<file path="src/rtl/uart_frame_loader_pkg.sv">
// Shared types and defaults for the UART image frame loader.
// Holds the FSM encoding, sync/geometry defaults and a counter-width helper.
package uart_img_pkg;

    localparam int unsigned BYTE_W = 8;
    localparam int unsigned PIX_W  = 24;

    localparam logic [BYTE_W-1:0] SYNC_B0_DEF = 8'h55;
    localparam logic [BYTE_W-1:0] SYNC_B1_DEF = 8'hAA;
    localparam int unsigned       H_PIX_DEF   = 800;
    localparam int unsigned       V_PIX_DEF   = 480;

    typedef enum logic [1:0] {
        IDLE  = 2'd0,
        SYNC1 = 2'd1,
        DATA  = 2'd2
    } state_e;

    typedef struct packed {
        logic [BYTE_W-1:0] r;
        logic [BYTE_W-1:0] g;
        logic [BYTE_W-1:0] b;
    } pix_t;

    // Smallest width w with 2**w >= n (at least 1).
    function automatic int unsigned min_cnt_w(input int unsigned n);
        int unsigned w;
        w = 1;
        for (int i = 1; i < 32; i++) begin
            if ((64'(1) << i) < 64'(n)) begin
                w = i + 1;
            end
        end
        return w;
    endfunction

endpackage

</file>
<file path="src/rtl/uart_frame_loader_if.sv">
// Byte-in / pixel-out bus of the frame loader.
// master drives received bytes and FIFO status, slave is the loader.
interface uart_frame_loader_if;
    import uart_img_pkg::*;

    logic [BYTE_W-1:0] rx_data;
    logic              rx_flag;
    logic              wfifo_full;
    logic              wr_en;
    pix_t              wr_data;
    logic              frame_start;
    logic              frame_done;
    logic              frame_err;
    logic              ovf_sticky;
    logic              busy;

    modport master (
        output rx_data, rx_flag, wfifo_full,
        input  wr_en, wr_data, frame_start, frame_done, frame_err, ovf_sticky, busy
    );

    modport slave (
        input  rx_data, rx_flag, wfifo_full,
        output wr_en, wr_data, frame_start, frame_done, frame_err, ovf_sticky, busy
    );
endinterface

</file>
<file path="src/rtl/uart_frame_loader_gap_timer.sv">
// Inter-byte gap timer: counts while enabled, clears on clr,
// and flags the cycle in which the count reaches TIMEOUT_CYC-1.
module gap_timer
    import uart_img_pkg::*;
#(
    parameter int unsigned TIMEOUT_CYC = 50000
) (
    input  logic sclk,
    input  logic s_rst,
    input  logic clr,
    input  logic en,
    output logic tc_c
);

    localparam int unsigned W = min_cnt_w(TIMEOUT_CYC);

    logic [W-1:0] cnt;

    // A coinciding clear (new byte) always beats the terminal count.
    assign tc_c = en && !clr && (cnt == W'(TIMEOUT_CYC - 1));

    always_ff @(posedge sclk or posedge s_rst) begin
        if (s_rst) begin
            cnt <= '0;
        end else if (clr || !en || tc_c) begin
            cnt <= '0;
        end else begin
            cnt <= cnt + W'(1);
        end
    end

endmodule

</file>
<file path="src/rtl/uart_frame_loader.sv">
// Hunts a two-byte sync header, packs UART bytes into 24-bit pixels and
// writes them to the SDRAM write FIFO until a full frame has been counted.
module uart_frame_loader
    import uart_img_pkg::*;
#(
    parameter int unsigned       H_PIX         = H_PIX_DEF,
    parameter int unsigned       V_PIX         = V_PIX_DEF,
    parameter int unsigned       BYTES_PER_PIX = 1,
    parameter logic [BYTE_W-1:0] SYNC_B0       = SYNC_B0_DEF,
    parameter logic [BYTE_W-1:0] SYNC_B1       = SYNC_B1_DEF,
    parameter int unsigned       TIMEOUT_CYC   = 50000,
    parameter int unsigned       CNT_W         = 19
) (
    input  logic                sclk,
    input  logic                s_rst,
    uart_frame_loader_if.slave  bus
);

    localparam int unsigned      TOTAL_PIX = H_PIX * V_PIX;
    localparam logic [CNT_W-1:0] LAST_PIX  = CNT_W'(TOTAL_PIX - 1);

    state_e            state;
    logic [1:0]        byte_idx;
    logic [CNT_W-1:0]  pix_cnt;
    logic [BYTE_W-1:0] byte0;
    logic [BYTE_W-1:0] byte1;
    logic              timeout_c;
    logic              pix_done_c;
    pix_t              new_pix_c;

    gap_timer #(
        .TIMEOUT_CYC (TIMEOUT_CYC)
    ) u_gap_timer (
        .sclk  (sclk),
        .s_rst (s_rst),
        .clr   (bus.rx_flag),
        .en    (bus.busy),
        .tc_c  (timeout_c)
    );

    // Pixel completion and the word it would produce.
    always_comb begin
        pix_done_c = 1'b0;
        new_pix_c  = '0;
        if (bus.rx_flag && (state == DATA)) begin
            pix_done_c = (BYTES_PER_PIX == 1) || (byte_idx == 2'd2);
        end
        if (BYTES_PER_PIX == 1) begin
            new_pix_c = pix_t'({16'h0, bus.rx_data});
        end else begin
            new_pix_c = pix_t'({byte0, byte1, bus.rx_data});
        end
    end

    always_ff @(posedge sclk or posedge s_rst) begin
        if (s_rst) begin
            state           <= IDLE;
            byte_idx        <= '0;
            pix_cnt         <= '0;
            byte0           <= '0;
            byte1           <= '0;
            bus.wr_en       <= 1'b0;
            bus.wr_data     <= '0;
            bus.frame_start <= 1'b0;
            bus.frame_done  <= 1'b0;
            bus.frame_err   <= 1'b0;
            bus.ovf_sticky  <= 1'b0;
            bus.busy        <= 1'b0;
        end else begin
            bus.wr_en       <= 1'b0;
            bus.frame_start <= 1'b0;
            bus.frame_done  <= 1'b0;
            bus.frame_err   <= 1'b0;

            if (timeout_c) begin
                state         <= IDLE;
                bus.busy      <= 1'b0;
                bus.frame_err <= 1'b1;
                byte_idx      <= '0;
                pix_cnt       <= '0;
            end else if (bus.rx_flag) begin
                unique case (state)
                    IDLE: begin
                        if (bus.rx_data == SYNC_B0) begin
                            state    <= SYNC1;
                            bus.busy <= 1'b1;
                        end
                    end
                    SYNC1: begin
                        if (bus.rx_data == SYNC_B1) begin
                            state           <= DATA;
                            bus.frame_start <= 1'b1;
                            bus.ovf_sticky  <= 1'b0;
                            byte_idx        <= '0;
                            pix_cnt         <= '0;
                        end else if (bus.rx_data != SYNC_B0) begin
                            state    <= IDLE;
                            bus.busy <= 1'b0;
                        end
                    end
                    DATA: begin
                        if (pix_done_c) begin
                            // A full FIFO drops the pixel but still counts it.
                            if (bus.wfifo_full) begin
                                bus.ovf_sticky <= 1'b1;
                            end else begin
                                bus.wr_en   <= 1'b1;
                                bus.wr_data <= new_pix_c;
                            end
                            byte_idx <= '0;
                            if (pix_cnt == LAST_PIX) begin
                                state          <= IDLE;
                                bus.busy       <= 1'b0;
                                bus.frame_done <= 1'b1;
                                pix_cnt        <= '0;
                            end else begin
                                pix_cnt <= pix_cnt + CNT_W'(1);
                            end
                        end else begin
                            byte_idx <= byte_idx + 2'd1;
                            if (byte_idx == 2'd0) begin
                                byte0 <= bus.rx_data;
                            end else begin
                                byte1 <= bus.rx_data;
                            end
                        end
                    end
                    default: begin
                        state    <= IDLE;
                        bus.busy <= 1'b0;
                    end
                endcase
            end
        end
    end

endmodule

</file>
<file path="src/flat_wrapper.sv">
// flat-port wrapper written by rule: the top's interface ports become plain ports
module uart_frame_loader_flat import uart_img_pkg::*;
#(
    parameter int unsigned       H_PIX         = H_PIX_DEF,
    parameter int unsigned       V_PIX         = V_PIX_DEF,
    parameter int unsigned       BYTES_PER_PIX = 1,
    parameter logic [BYTE_W-1:0] SYNC_B0       = SYNC_B0_DEF,
    parameter logic [BYTE_W-1:0] SYNC_B1       = SYNC_B1_DEF,
    parameter int unsigned       TIMEOUT_CYC   = 50000,
    parameter int unsigned       CNT_W         = 19
)
  (sclk, s_rst, bus_rx_data, bus_rx_flag, bus_wfifo_full, bus_wr_en, bus_wr_data, bus_frame_start, bus_frame_done, bus_frame_err, bus_ovf_sticky, bus_busy);
  uart_frame_loader_if bus_i ();
  input  logic sclk;
  input  logic s_rst;
  input wire logic [$bits(bus_i.rx_data)-1:0] bus_rx_data;
  input wire logic [$bits(bus_i.rx_flag)-1:0] bus_rx_flag;
  input wire logic [$bits(bus_i.wfifo_full)-1:0] bus_wfifo_full;
  output wire logic [$bits(bus_i.wr_en)-1:0] bus_wr_en;
  output wire logic [$bits(bus_i.wr_data)-1:0] bus_wr_data;
  output wire logic [$bits(bus_i.frame_start)-1:0] bus_frame_start;
  output wire logic [$bits(bus_i.frame_done)-1:0] bus_frame_done;
  output wire logic [$bits(bus_i.frame_err)-1:0] bus_frame_err;
  output wire logic [$bits(bus_i.ovf_sticky)-1:0] bus_ovf_sticky;
  output wire logic [$bits(bus_i.busy)-1:0] bus_busy;
  assign bus_i.rx_data = bus_rx_data;
  assign bus_i.rx_flag = bus_rx_flag;
  assign bus_i.wfifo_full = bus_wfifo_full;
  assign bus_wr_en = bus_i.wr_en;
  assign bus_wr_data = bus_i.wr_data;
  assign bus_frame_start = bus_i.frame_start;
  assign bus_frame_done = bus_i.frame_done;
  assign bus_frame_err = bus_i.frame_err;
  assign bus_ovf_sticky = bus_i.ovf_sticky;
  assign bus_busy = bus_i.busy;
  uart_frame_loader #(.H_PIX(H_PIX), .V_PIX(V_PIX), .BYTES_PER_PIX(BYTES_PER_PIX), .SYNC_B0(SYNC_B0), .SYNC_B1(SYNC_B1), .TIMEOUT_CYC(TIMEOUT_CYC), .CNT_W(CNT_W)) u_core (.sclk(sclk), .s_rst(s_rst), .bus(bus_i));
endmodule
</file>
<file path="config.mk">
export PLATFORM = sky130hd
export DESIGN_NAME = uart_frame_loader_flat
export DESIGN_NICKNAME = d
export VERILOG_FILES = /design/src/rtl/uart_frame_loader_pkg.sv /design/src/rtl/uart_frame_loader_if.sv /design/src/rtl/uart_frame_loader_gap_timer.sv /design/src/rtl/uart_frame_loader.sv /design/src/flat_wrapper.sv
export SDC_FILE = /design/constraint.sdc
export NUM_CORES = 1
export LEC_CHECK = 0
export BUFFER_PORTS_ARGS = -buffer_cell sky130_fd_sc_hd__clkbuf_2
export CORE_MARGIN = 5
export CORE_UTILIZATION = 55
export DETAILED_ROUTE_END_ITERATION = 7
export PLACE_DENSITY = 0.77
export SLEW_MARGIN = 10
export SYNTH_ARGS = -nofsm -noshare
export SYNTH_HDL_FRONTEND = slang
export SYNTH_HIERARCHICAL = 1
export SYNTH_SLANG_ARGS = --single-unit
</file>
<file path="constraint.sdc">
create_clock -name sclk -period 4.2 [get_ports sclk]
set_clock_uncertainty 0.2 [all_clocks]
set_input_delay 0.84 -clock sclk [delete_from_list [all_inputs] [get_ports sclk]]
set_output_delay 0.84 -clock sclk [all_outputs]
set_load 0.02 [all_outputs]
</file>
* After elaboration in Yosys (flattened, before gate mapping)
Index checks and enable logic that the tools add are counted.
** Word-level totals
- Register bits after elaboration :: 51
- Latch bits :: 0
- RAM bits :: 0
- Bits in read-only memories :: 0
- Input bits :: 12
- Output and inout bits :: 30
- Logic and storage cells :: 90
- Memories kept :: 0
** Operators by class
- Add/sub/neg operators :: 2
- Multiply operators :: 0
- Div/mod/pow operators :: 0
- Order comparisons :: 0
- Equal/unequal tests :: 17
- Shifts and indexed selects :: 0
- Mux-type cells :: 43
- Bitwise gates (word level) :: 2
- Reduce and logical (&&, ||, !) cells :: 16
** Operators with widths (count)
- $mux 19 :: 5
- $pmux 19 s2 :: 1
- $mux 1 :: 26
- $add 19x1->19 const B :: 1
- $eq 19x19->1 const B :: 1
- $add 16x1->16 const B :: 1
- $eq 16x16->1 const B :: 1
- $mux 16 :: 1
- $mux 2 :: 7
- $ne 3x2->1 const B :: 4
- $reduce_and 6->1 :: 2
- $reduce_and 5->1 :: 2
- $eq 8x7->1 const B :: 1
- $eq 8x8->1 const B :: 1
- $ne 8x7->1 const B :: 1
- $ne 3x3->1 const B :: 2
- $pmux 2 s3 :: 1
- $ne 2x1->1 const B :: 2
- $ne 4x2->1 const B :: 1
- $reduce_and 4->1 :: 1
- $reduce_bool 2->1 :: 2
- $logic_and 1x1->1 :: 3
- $pmux 1 s3 :: 1
- $reduce_bool 3->1 :: 1
- other kinds (8) :: 11

* Logic depth before layout (Yosys ltp)
- Depth in word-level cells :: 7
- Depth in mapped cells :: 11
- Gate-level depth less buffers :: 9

* Modules after synthesis
Netlist, hierarchy kept.
** By module, submodules not included
- uart_frame_loader :: instances 1, cells an instance 201, area each 1974.4 µm², sequential area each 875.8 µm²
- gap_timer :: instances 1, cells an instance 83, area each 932.1 µm², sequential area each 400.4 µm²

* Least setup slack after synthesis
OpenSTA, ideal clock, no wires.
- Kind :: flip-flop to flip-flop
- Start point :: register u_core.u_gap_timer.cnt[0]
- End point :: register u_core.pix_cnt[7]
- Library setup time :: 0.128 ns
- Data arrival time :: 2.422 ns
- Required time :: 3.872 ns
- Setup slack :: 1.450 ns
- Cell stages (with the launch flop) :: 12
- Path buffers :: 2
- Clock period less this slack :: 2.750 ns
- Cell sequence :: dfrtp_1 > ha_1 > and3_2 > nand4_2 > nor3b_1 > nand2b_2 > or2_0 > buf_4 > a21oi_4 > buf_6 > a21oi_1 > a21oi_1
** On the way
- Word-level cells in the longest chain between the ends :: 4
- Elaborated cells between the ends (all ways) :: 8
- Classes of those cells :: eq/ne: 3; mux: 1; reduce/logical: 4
** Ends and longest elaborated chain
- start, declared :: line uart_frame_loader_gap_timer.sv:17 : logic [W-1:0] cnt;
- start signal, assigned :: line uart_frame_loader_gap_timer.sv:28 : cnt <= cnt + W'(1);
- $eq 16x16->1 (*) :: line uart_frame_loader_gap_timer.sv:20 : assign tc_c = en && !clr && (cnt == W'(TIMEOUT_CYC - 1));
- $logic_and 1x1->1 (*) :: line uart_frame_loader_gap_timer.sv:20
- via u_core.timeout_c :: line uart_frame_loader.sv:27 : logic timeout_c;
- $ne 3x2->1 (no line), or another cell as far along
- $reduce_and 4->1 (no line)
- end signal, assigned :: line uart_frame_loader.sv:117 : pix_cnt <= pix_cnt + CNT_W'(1);
- end, declared :: line uart_frame_loader.sv:24 : logic [CNT_W-1:0] pix_cnt;
The timed path passes the listed nets; every way through them passes the cells marked *.
A chain may end at the register's enable or synchronous reset.

* Final worst setup path
- Start point :: register u_core.u_gap_timer.cnt[0]
- End point :: register u_core.pix_cnt[0]
Same word-level chain as after synthesis.

==> results_dict.tcl <==
set metrics [dict create \
    status "complete, no violations" \
    avgSynthCellArea_sq_um 10.2 \
    synth_xor_area_share_pct 4.52 \
    fillers 416 \
    cts.clk_slew.worst_paths_ns 0.09 \
    finalCriticalPeriod_ns 3.01 \
    grt_pass1_wl_um 9290 \
    rr_endpoint "u_core/pix_cnt[0]$_DFFE_PP0P_" \
    endpoint_kind "flip-flop" \
    yosysSeqAreaShare_pct 43.9 \
    grt_max_degree 36 \
    worstSetupPathType "reg -> reg" \
    fin_nets 324 \
    slew_headroom_pct 49.7 \
    clock_path_buffers 2 \
    hold_end "u_core/pix_cnt[10]$_DFFE_PP0P_" \
    reg2reg_slack_ns 1.19 \
    worstPathArrival_ns 2.99 \
    synth_top_family_by_area "simple AND/OR/NAND/NOR gates" \
    wl_um 5250 \
    timing.final.crit_share_pct 71.6 \
    maxSlewViolCount 0 \
    ioPinCount 42 \
    cts_buffers 5 \
    cts.repair.resized 0 \
    worst_pin_slew_ns 0.755 \
    finalHoldViolCount 0 \
    grt_pass1_vias 2072 \
    whs_path_depth 1 \
    yosysWarningCount 6 \
    cts_num_sinks 51 \
    synthSimpleGateAreaFrac_pct 29.7 \
    multi_input_area_sq_mm 0.00146 \
    async_reset_ff_share_pct 100 \
    synth-edff-count 0 \
    start_util_pct 56.9 \
    critPathLaunchType "flip-flop" \
    track_usage_pct 17.5 \
    io_buffers 25 \
    r2r_cells 9 \
    p_leak_uw 0.00134 \
    regArea_sq_mm 0.00128 \
    grt_use_met3_pct 3.58 \
    synth_area_sq_mm 0.00291 \
    dp_hpwl_um 3820 \
    ys_seq_elements 51 \
    layout-area-overhead-vs-synth_pct 7.02 \
    drt_pass1_iterations 4 \
    crit_path_max_fanout 14 \
    synth_mux_area_share_pct 5.90 \
    first_iter_violations 141 \
    fin_tns_setup_ns 0 \
    vias 2089 \
    postCtsHoldBufs 0 \
    postCtsSetupBuffers 0 \
    num_antenna_cells 0 \
    synth_cells 284 \
    ant_nets 0 \
    drc_errors 0 \
    synth_cell_types 53 \
    vdd_drop_max_mv 0.178 \
    overflow 0 \
    gp_congestion 0.819 \
    die_x_um 82.7 \
    die_area_sq_mm 0.00684 \
    setup_viol 0 \
    h-tree-depth 2 \
    die_h_um 82.7 \
    hp-class "reg -> reg" \
    clk_root_buffer_cell "clkbuf_8" \
    grt_use_met2_pct 28.1 \
    fmax_ghz 0.333 \
    rsz0062_at_grt "no" \
    synthFlopType "dfrtp_1" \
    core_area_sq_mm 0.00511 \
    utilization_pct 60.9 \
    drive_gt1_share_pct 23.2 \
    crit-reg2reg-launch "u_core/u_gap_timer/cnt[0]$_DFF_PP0_" \
    wl_per_cell_um 13.8 \
    powerDensity_mw_per_mm2 279 \
    antenna_found_initial 0 \
    placementRows 26 \
    cap_violations 0 \
    clk_latency_ns 0.30 \
    viasPerCell 5.48 \
    synth_compound_area_share_pct 7.19 \
    synthAdderAreaFrac_pct 0.861 \
    required_ns 4.18 \
    busiest_layer "met2" \
    gr-usage-met1_pct 23.8 \
    cts_tree "built" \
    holdCritStartpoint "u_core/pix_cnt[10]$_DFFE_PP0P_" \
]
-- cells in the mapped netlist (all sizes together) (4+ instances only) --
cell type,n,share of area [%]
nand2,21,2.7
mux2,9,3.5
a21oi,18,3.9
nor2,32,4.6
xnor2,13,3.9
buf,23,6.3
nor4bb,4,1.4
o21ai,10,1.7
nand2b,4,0.95
mux2i,7,2.4
nand4,10,3.9
nor3,11,2.3
dfrtp,51,44
inv,10,1.3
nor4,7,3.4
nand3,27,5.5
-- layer usage --
metal / wire length (um) / share of wire, %
met5: 0 / 0
met2: 2460 / 47
met1: 2410 / 46
met4: 93 / 1.8
met3: 281 / 5.4
-- logic make-up after synthesis --
logic type / Yosys count
AND/OR/NAND/NOR: 132
flip-flops: 51
buffers and inverters: 34
AO/OA/AOI/OAI: 33
multiplexers: 16
XOR/XNOR: 15
adder cells (fa/ha/maj): 2
other: 1
-- registers in the layout, summed over array words and instances (netlist names) --
name / cells
u_core/pix_cnt: 19
u_core/state: 2
u_core/bus.busy: 1
u_core/bus.frame_done: 1
u_core/bus.wr_en: 1
u_core/bus.frame_err: 1
u_core/bus.ovf_sticky: 1
u_core/bus.wr_data: 8
u_core/bus.frame_start: 1
u_core/u_gap_timer/cnt: 16
-- how the worst max path moves through the flow --
stage                                             start                                end  slack, ns  cells past startpoint
floorplan           u_core/u_gap_timer/cnt[0]$_DFF_PP0_      u_core/pix_cnt[7]$_DFFE_PP0P_       1.45                     11
global placement    u_core/u_gap_timer/cnt[0]$_DFF_PP0_  u_core/bus.wr_data[4]$_DFFE_PP0P_       1.32                      9
detailed placement  u_core/u_gap_timer/cnt[0]$_DFF_PP0_  u_core/bus.wr_data[2]$_DFFE_PP0P_       1.23                      9
CTS                 u_core/u_gap_timer/cnt[0]$_DFF_PP0_      u_core/pix_cnt[0]$_DFFE_PP0P_       1.21                      9
global route        u_core/u_gap_timer/cnt[0]$_DFF_PP0_      u_core/pix_cnt[0]$_DFFE_PP0P_       1.05                      9
finish              u_core/u_gap_timer/cnt[0]$_DFF_PP0_      u_core/pix_cnt[0]$_DFFE_PP0P_       1.19                      9
-- report_power, final --
part           leakage (uW)  switching, uW  internal (uW)  total, uW
registers          0.000680           9.80            499        508
logic              0.000609           42.2           16.4       58.6
clock network     0.0000515            152            151        302
-- stage by stage --
step	instances	cell area (sq um)	power (uW)	setup slack, ns	hold WS [ns]
finish	381	3110	869	1.19	0.299
global route	381	3110	910	1.05	0.336
CTS	381	3110	879	1.21	0.298
detailed placement	373	3010	577	1.23	0.285
global placement	373	3010	576	1.32	0.275
floorplan	299	2960	569	1.45	0.251
-- area by class of cell --
cell class	count	share of cell area [%]
Clock buffer	8	3.22
Inverter	10	1.21
Multi-Input combinational cell	214	47.0
Sequential cell	51	41.0
Tap cell	70	2.82
Timing Repair Buffer	28	4.75
-- worst max-delay path, stage by stage (launching register included) --
cell,delay (ns)
dfrtp_1,0.45
ha_1,0.28
and3_2,0.26
nand4_2,0.14
nor3b_1,0.22
buf_4,0.18
nand2b_2,0.16
or2_0,0.54
a21oi_4,0.17
mux2_2,0.30
-- cell usage in the layout (no fill, tap or decap), drive strengths merged, types with 9 or more instances in the layout --
cell type	synthesis	final
a21oi	18	18
clkbuf	1	33
conb	1	16
dfrtp	51	51
inv	10	10
mux2	9	9
nand2	21	21
nand3	27	27
nand4	10	10
nor2	32	32
nor3	11	11
o21ai	10	10
xnor2	13	13
Note: power is estimated with default switching activity, not from simulation.
